==> config.mk <==
export PLATFORM = sky130hd
export DESIGN_NAME = pixel_compositor
export DESIGN_NICKNAME = d
export VERILOG_FILES = /design/src/rtl/pacman_video_pkg.sv /design/src/rtl/pixel_delay_line.sv /design/src/rtl/pixel_compositor.sv
export SDC_FILE = /design/constraint.sdc
export NUM_CORES = 1
export LEC_CHECK = 0
export ABC_AREA = 1
export CAP_MARGIN = 5
export CORE_ASPECT_RATIO = 2
export CORE_UTILIZATION = 41
export DETAILED_ROUTE_END_ITERATION = 10
export PLACE_DENSITY = 0.77
export SETUP_SLACK_MARGIN = 0.02
export SLEW_MARGIN = 20
export SYNTH_ARGS = -nofsm -noshare
export SYNTH_HDL_FRONTEND = slang
export SYNTH_SLANG_ARGS = --single-unit
==> constraint.sdc <==
create_clock -name clk -period 1.1 [get_ports clk]
set_clock_uncertainty 0.05 [all_clocks]
set_input_delay 0.11 -clock clk [delete_from_list [all_inputs] [get_ports clk]]
set_output_delay 0.11 -clock clk [all_outputs]
set_load 0.005 [all_outputs]
==> src/rtl/pacman_video_pkg.sv <==
// Shared video constants for the Pac-Man compositor: palette, RGB field widths
// and the default background/sprite pipeline depth.
// Latency: n/a (package). Backpressure: n/a.
// Contents: PAL_SIZE, R_W/G_W/B_W, BG_LAT_DEFAULT, rgb_t, pix_ctl_t, pal_lookup().
package pacman_video_pkg;

  localparam int PAL_SIZE       = 16;
  localparam int PAL_IDX_W      = $clog2(PAL_SIZE);
  localparam int R_W            = 3;
  localparam int G_W            = 3;
  localparam int B_W            = 2;
  localparam int RGB_W          = R_W + G_W + B_W;
  localparam int BG_LAT_DEFAULT = 2;
  localparam int X_W            = 10;
  localparam int Y_W            = 9;

  typedef struct packed {
    logic [R_W-1:0] r;
    logic [G_W-1:0] g;
    logic [B_W-1:0] b;
  } rgb_t;

  // Timing-generator side-band that travels alongside each pixel.
  typedef struct packed {
    logic           hsync;
    logic           vsync;
    logic           active;
    logic [X_W-1:0] x;
    logic [Y_W-1:0] y;
  } pix_ctl_t;

  // Entries 0-7: background effects layer; 8-15: sprite/maze layer.
  // Entry 12 is frightened-ghost blue, entry 15 is the white flash colour.
  function automatic rgb_t pal_lookup(input logic [PAL_IDX_W-1:0] idx);
    logic [RGB_W-1:0] v;
    case (idx)
      4'd0:    v = 8'h00;
      4'd1:    v = 8'hE0;
      4'd2:    v = 8'h1C;
      4'd3:    v = 8'h03;
      4'd4:    v = 8'hFC;
      4'd5:    v = 8'hE3;
      4'd6:    v = 8'h1F;
      4'd7:    v = 8'h92;
      4'd8:    v = 8'h49;
      4'd9:    v = 8'hF4;
      4'd10:   v = 8'hFE;
      4'd11:   v = 8'hF6;
      4'd12:   v = 8'h0B;
      4'd13:   v = 8'h9F;
      4'd14:   v = 8'hB6;
      default: v = 8'hFF;
    endcase
    return rgb_t'(v);
  endfunction

endpackage

==> src/rtl/pixel_delay_line.sv <==
// Pixel-strobe gated shift register used to align side-band with late colour data.
// Latency: DEPTH pix_en strobes. Backpressure: none; pix_en low freezes every stage.
// Ports: clk, rst_n, pix_en, d[WIDTH] -> q[WIDTH]; stages reset to RST_VAL.
module pixel_delay_line
  import pacman_video_pkg::*;
#(
  parameter int               WIDTH   = 1,
  parameter int               DEPTH   = 2,
  parameter logic [WIDTH-1:0] RST_VAL = '0
) (
  input  logic             clk,
  input  logic             rst_n,
  input  logic             pix_en,
  input  logic [WIDTH-1:0] d,
  output logic [WIDTH-1:0] q
);

  logic [WIDTH-1:0] stage [DEPTH];

  always_ff @(posedge clk or negedge rst_n) begin
    if (!rst_n) begin
      for (int i = 0; i < DEPTH; i++) stage[i] <= RST_VAL;
    end else if (pix_en) begin
      stage[0] <= d;
      for (int i = 1; i < DEPTH; i++) stage[i] <= stage[i-1];
    end
  end

  assign q = stage[DEPTH-1];

endmodule

==> src/rtl/pixel_compositor.sv <==
// Final video compositor: merges background and sprite layers through the palette.
// Latency: BG_LAT+1 pix_en strobes from x_in to outputs. Backpressure: none; pix_en low holds all state.
// Ports: clk, rst_n, pix_en, x_in/y_in/hsync_in/vsync_in/active_in, bg_color, fg_color, fright
//        -> vga_r/g/b, hsync_out, vsync_out, x_out, y_out, frame_count.
// Option: define FRIGHT_FLASH_EN to flash frightened ghosts white in the second half of each 16-frame period.
module pixel_compositor
  import pacman_video_pkg::*;
#(
  parameter int BG_LAT          = BG_LAT_DEFAULT, // 1..4
  parameter bit SYNC_ACTIVE_LOW = 1'b1
) (
  input  logic           clk,
  input  logic           rst_n,
  input  logic           pix_en,
  input  logic [X_W-1:0] x_in,
  input  logic [Y_W-1:0] y_in,
  input  logic           hsync_in,
  input  logic           vsync_in,
  input  logic           active_in,
  input  logic [2:0]     bg_color,
  input  logic [3:0]     fg_color,
  input  logic           fright,
  output logic [R_W-1:0] vga_r,
  output logic [G_W-1:0] vga_g,
  output logic [B_W-1:0] vga_b,
  output logic           hsync_out,
  output logic           vsync_out,
  output logic [X_W-1:0] x_out,
  output logic [Y_W-1:0] y_out,
  output logic [5:0]     frame_count
);

  localparam logic     SYNC_OFF = SYNC_ACTIVE_LOW;
  localparam pix_ctl_t CTL_RST  = '{hsync: SYNC_OFF, vsync: SYNC_OFF, active: 1'b0, x: '0, y: '0};

  pix_ctl_t ctl_in, ctl_dly;
  assign ctl_in = '{hsync: hsync_in, vsync: vsync_in, active: active_in, x: x_in, y: y_in};

  pixel_delay_line #(
    .WIDTH  ($bits(pix_ctl_t)),
    .DEPTH  (BG_LAT),
    .RST_VAL(CTL_RST)
  ) u_dly (
    .clk   (clk),
    .rst_n (rst_n),
    .pix_en(pix_en),
    .d     (ctl_in),
    .q     (ctl_dly)
  );

  // Frame start is the strobe on which raw vsync goes inactive -> asserted.
  // vs_prev resets to "not asserted" so a vsync held asserted through reset
  // still counts as one frame start on release.
  logic vs_asserted, vs_prev, frame_start;
  assign vs_asserted = (vsync_in != SYNC_OFF);
  assign frame_start = pix_en & vs_asserted & ~vs_prev;

  always_ff @(posedge clk or negedge rst_n) begin
    if (!rst_n) begin
      vs_prev     <= 1'b0;
      frame_count <= '0;
    end else if (pix_en) begin
      vs_prev <= vs_asserted;
      if (frame_start) frame_count <= frame_count + 6'd1;
    end
  end

  logic [2:0] fg_idx;
`ifdef FRIGHT_FLASH_EN
  // fright is only honoured at frame boundaries so the flash never tears mid-frame.
  logic fright_q;
  always_ff @(posedge clk or negedge rst_n) begin
    if (!rst_n)           fright_q <= 1'b0;
    else if (frame_start) fright_q <= fright;
  end

  always_comb begin
    fg_idx = fg_color[2:0];
    if (fright_q && frame_count[3] && (fg_color[2:0] == 3'd4)) fg_idx = 3'd7;
  end
`else
  logic unused_fright;
  assign unused_fright = fright;
  assign fg_idx        = fg_color[2:0];
`endif

  rgb_t pix_rgb;
  always_comb begin
    pix_rgb = '0;
    if (!ctl_dly.active)  pix_rgb = '0;
    else if (fg_color[3]) pix_rgb = pal_lookup({1'b1, fg_idx});
    else                  pix_rgb = pal_lookup({1'b0, bg_color});
  end

  rgb_t rgb_q;
  always_ff @(posedge clk or negedge rst_n) begin
    if (!rst_n) begin
      rgb_q     <= '0;
      hsync_out <= SYNC_OFF;
      vsync_out <= SYNC_OFF;
      x_out     <= '0;
      y_out     <= '0;
    end else if (pix_en) begin
      rgb_q     <= pix_rgb;
      hsync_out <= ctl_dly.hsync;
      vsync_out <= ctl_dly.vsync;
      x_out     <= ctl_dly.x;
      y_out     <= ctl_dly.y;
    end
  end

  assign vga_r = rgb_q.r;
  assign vga_g = rgb_q.g;
  assign vga_b = rgb_q.b;

endmodule

==> summary.txt <==
Synth-to-Final Area Change -> 33.40%
total grt overflow -> 0
RD Place Congestion -> 0.8286
YS warnings -> 0
Max Slew Vio Count -> 0
register area share after synthesis -> 0.5959
post-layout min period -> 1129 ps
Antenna Nets Post-Route -> 0
synthesized area -> 3372 um2
worst skew pair latency -> 330 ps
via count -> 2668
Total GRT Usage -> 0.1810
sequential share of power -> 0.444
final wirelength -> 7.031 mm
DRC viols -> 0
crit-path max FO -> 2
max_slew headroom -> 0.7904
Die Span Y -> 130.3 um
post-route clock period utilization -> 1.027
crit path max-delay cell type -> dfstp_2
P_int -> 5.890 mW
total CTS buffers -> 9
fill count -> 709
initial DRC count -> 190
Netlist cell types -> 25
I/O pin cnt -> 68
Core Rows -> 46
slack of the critical path -> -29.44 ps
Final Hold Viols -> 0
post-detail-place hpwl -> 4.729 mm
Worst Path Buf+Inv -> 1
Final setup viols -> 2
vias in the first global route -> 2597
register area -> 2009 um2
commonest non-fill, non-tap cell in the layout -> nand2_1
largest net degree at the start of global routing -> 55
Tot Pwr -> 7.945 mW
Seq cells post-synth -> 80
Worst Max-Slew Pin Slew -> 314.5 ps
CTS Buffer Depth -> 2
Clk network pwr share -> 0.357
most frequent cells in the layout -> nand2_1 (178), dfrtp_1 (74), inv_1 (30), buf_4 (30)
CP Data Required Time -> 940 ps
Synth Area per Inst -> 8.850 um2
max-cap viol count -> 0
crit start category -> flip-flop
synthesized instance count -> 381
run status -> complete, but fails checks
Largest delay share family, worst path -> flip-flops
CTS tree -> built
RSZ-0062 raised after global routing -> true
critical path arrival -> 970 ps
placed cell area -> 4203 um2
Die ar. -> 8613 um2
CTS H-tree lvls -> 3
Max stage delay on crit path -> 540 ps
footprint of the multi-input gates -> 1151 um2
n_diodes -> 0
die span in x -> 66.13 um
IO Port Bufs -> 66
worst path cell trace -> buf_6
clock transition at the registers of the reported paths -> 60 ps
Final TNS setup -> -45.46 ps
Root Driver -> clkbuf_16
design area -> 4498 um2
Core ar. -> 7943 um2
share of post-route cells with drive strength above 1 -> 0.2195
vias per cell -> 4.608
leak pwr -> 2.391 nW
Avg WL per Cell -> 12.14 um
initial antenna violation count -> 0
first drt pass iteration count -> 4
CP Class -> flip-flop to output pin
Sw Pwr -> 2.055 mW
Comb pwr share -> 0.200
Initial Util -> 0.4245
post-layout net count -> 518
Crit. End Element -> output pin
clock sinks -> 80
worst vdd ir -> 0.0009703 V
first-pass GRT wire length -> 11.59 mm
HP Class -> input port to flip-flop
Fmax -> 885.4 MHz
violated checks -> setup timing
Switching Share -> 0.2586
Pwr per Cell Area -> 1766 nW/um2
Mapped Nets -> 421
final cells by class:
type / instances / area share
clock buffer: 12 / 0.05257
inverter: 35 / 0.02976
multi-input combinational: 251 / 0.2559
clock inverter: 4 / 0.01001
tap: 96 / 0.02670
timing repair buffer: 101 / 0.1783
sequential: 80 / 0.4467
flip-flops by register name (all words and copies together) (netlist names):
register and cells:
frame_count 6, vs_prev 1, x_out 10, y_out 9
u_dly.stage 22, vsync_out 1, u_dly.q 22, hsync_out 1
vga_r 3, vga_g 3, vga_b 2
worst paths after layout:
kind / slack (ps) / cells after the start / startpoint / to
max in group asynchronous: 310 / 3 / rst_n / u_dly.stage[43]$_DFFE_PN1P_
worst max-delay path: -30 / 1 / vsync_out$_DFFE_PN1P_ / vsync_out
worst min-delay path: 150 / 3 / pix_en / frame_count[0]$_DFFE_PN0P_
min in group asynchronous: 170 / 2 / rst_n / y_out[3]$_DFFE_PN0P_
worst max register to register: 30 / 6 / frame_count[2]$_DFFE_PN0P_ / frame_count[4]$_DFFE_PN0P_
worst min register to register: 420 / 2 / u_dly.q[20]$_DFFE_PN1P_ / u_dly.q[20]$_DFFE_PN1P_
per-layer routing:
metal | GRT usage | wire, um | vias up
met5 | 0 | 0 | -
met4 | 0.09762 | 165 | 0
met3 | 0.04021 | 207 | 11
met2 | 0.3067 | 3793 | 48
met1 | 0.2081 | 2864 | 1249
li1 | - | - | 1360
what timing repair did:
| item | 4_1_cts | 5_1_grt |
|---|---|---|
| endpoints found under the setup margin | 40 | 18 |
| hold endpoints to repair | 74 | 0 |
| resized for setup | 135 | 16 |
| hold buffers | 1 | 0 |
| pin swaps | 1 | 4 |
| buffers inserted | 15 | 1 |
cells in the mapped netlist, drive strengths merged:
cell	count	area, um2
nand2	181	684.4
dfrtp	74	1852
o21ai	39	195.2
inv	35	133.9
buf	14	110.1
nand3	12	60.06
ha	7	87.58
dfstp	6	157.7
nor2	4	27.52
a21oi	2	13.76
nand4	2	12.51
clkbuf	1	5.000
nand3b	1	7.510
o21a	1	7.510
xnor2	1	8.760
xor2	1	8.760
power by group through the flow:
stage | sequential (mW) | combinational [mW] | clock, mW
floorplan | 3.60 | 0.583 | 0
finish | 3.52 | 1.59 | 2.83
detailed placement | 3.60 | 1.44 | 0
CTS | 3.52 | 1.53 | 2.90
global placement | 3.58 | 1.40 | 0
global route | 3.57 | 1.78 | 2.99
per-stage QoR:
step | util | std cells | hold slack [ps] | worst slack (ps)
2_1_floorplan | - | 381 | -235.6 | 95.79
6_report | 0.5663 | 579 | 152.1 | -29.44
3_5_place_dp | 0.5291 | 546 | -24.72 | -353.5
5_1_grt | 0.5663 | 579 | 182.5 | -61.61
3_3_place_gp | 0.5291 | 546 | -27.79 | -335.8
4_1_cts | 0.5641 | 578 | 170.7 | -55.72
kinds of logic after synthesis:
logic type,synth area share
fa+ha+maj,0.02597
simple gates,0.2349
compound gates,0.06419
buf+inv,0.07384
flops,0.5959
xor+xnor,0.005196
No activity file was read; power rests on OpenSTA's default activity.
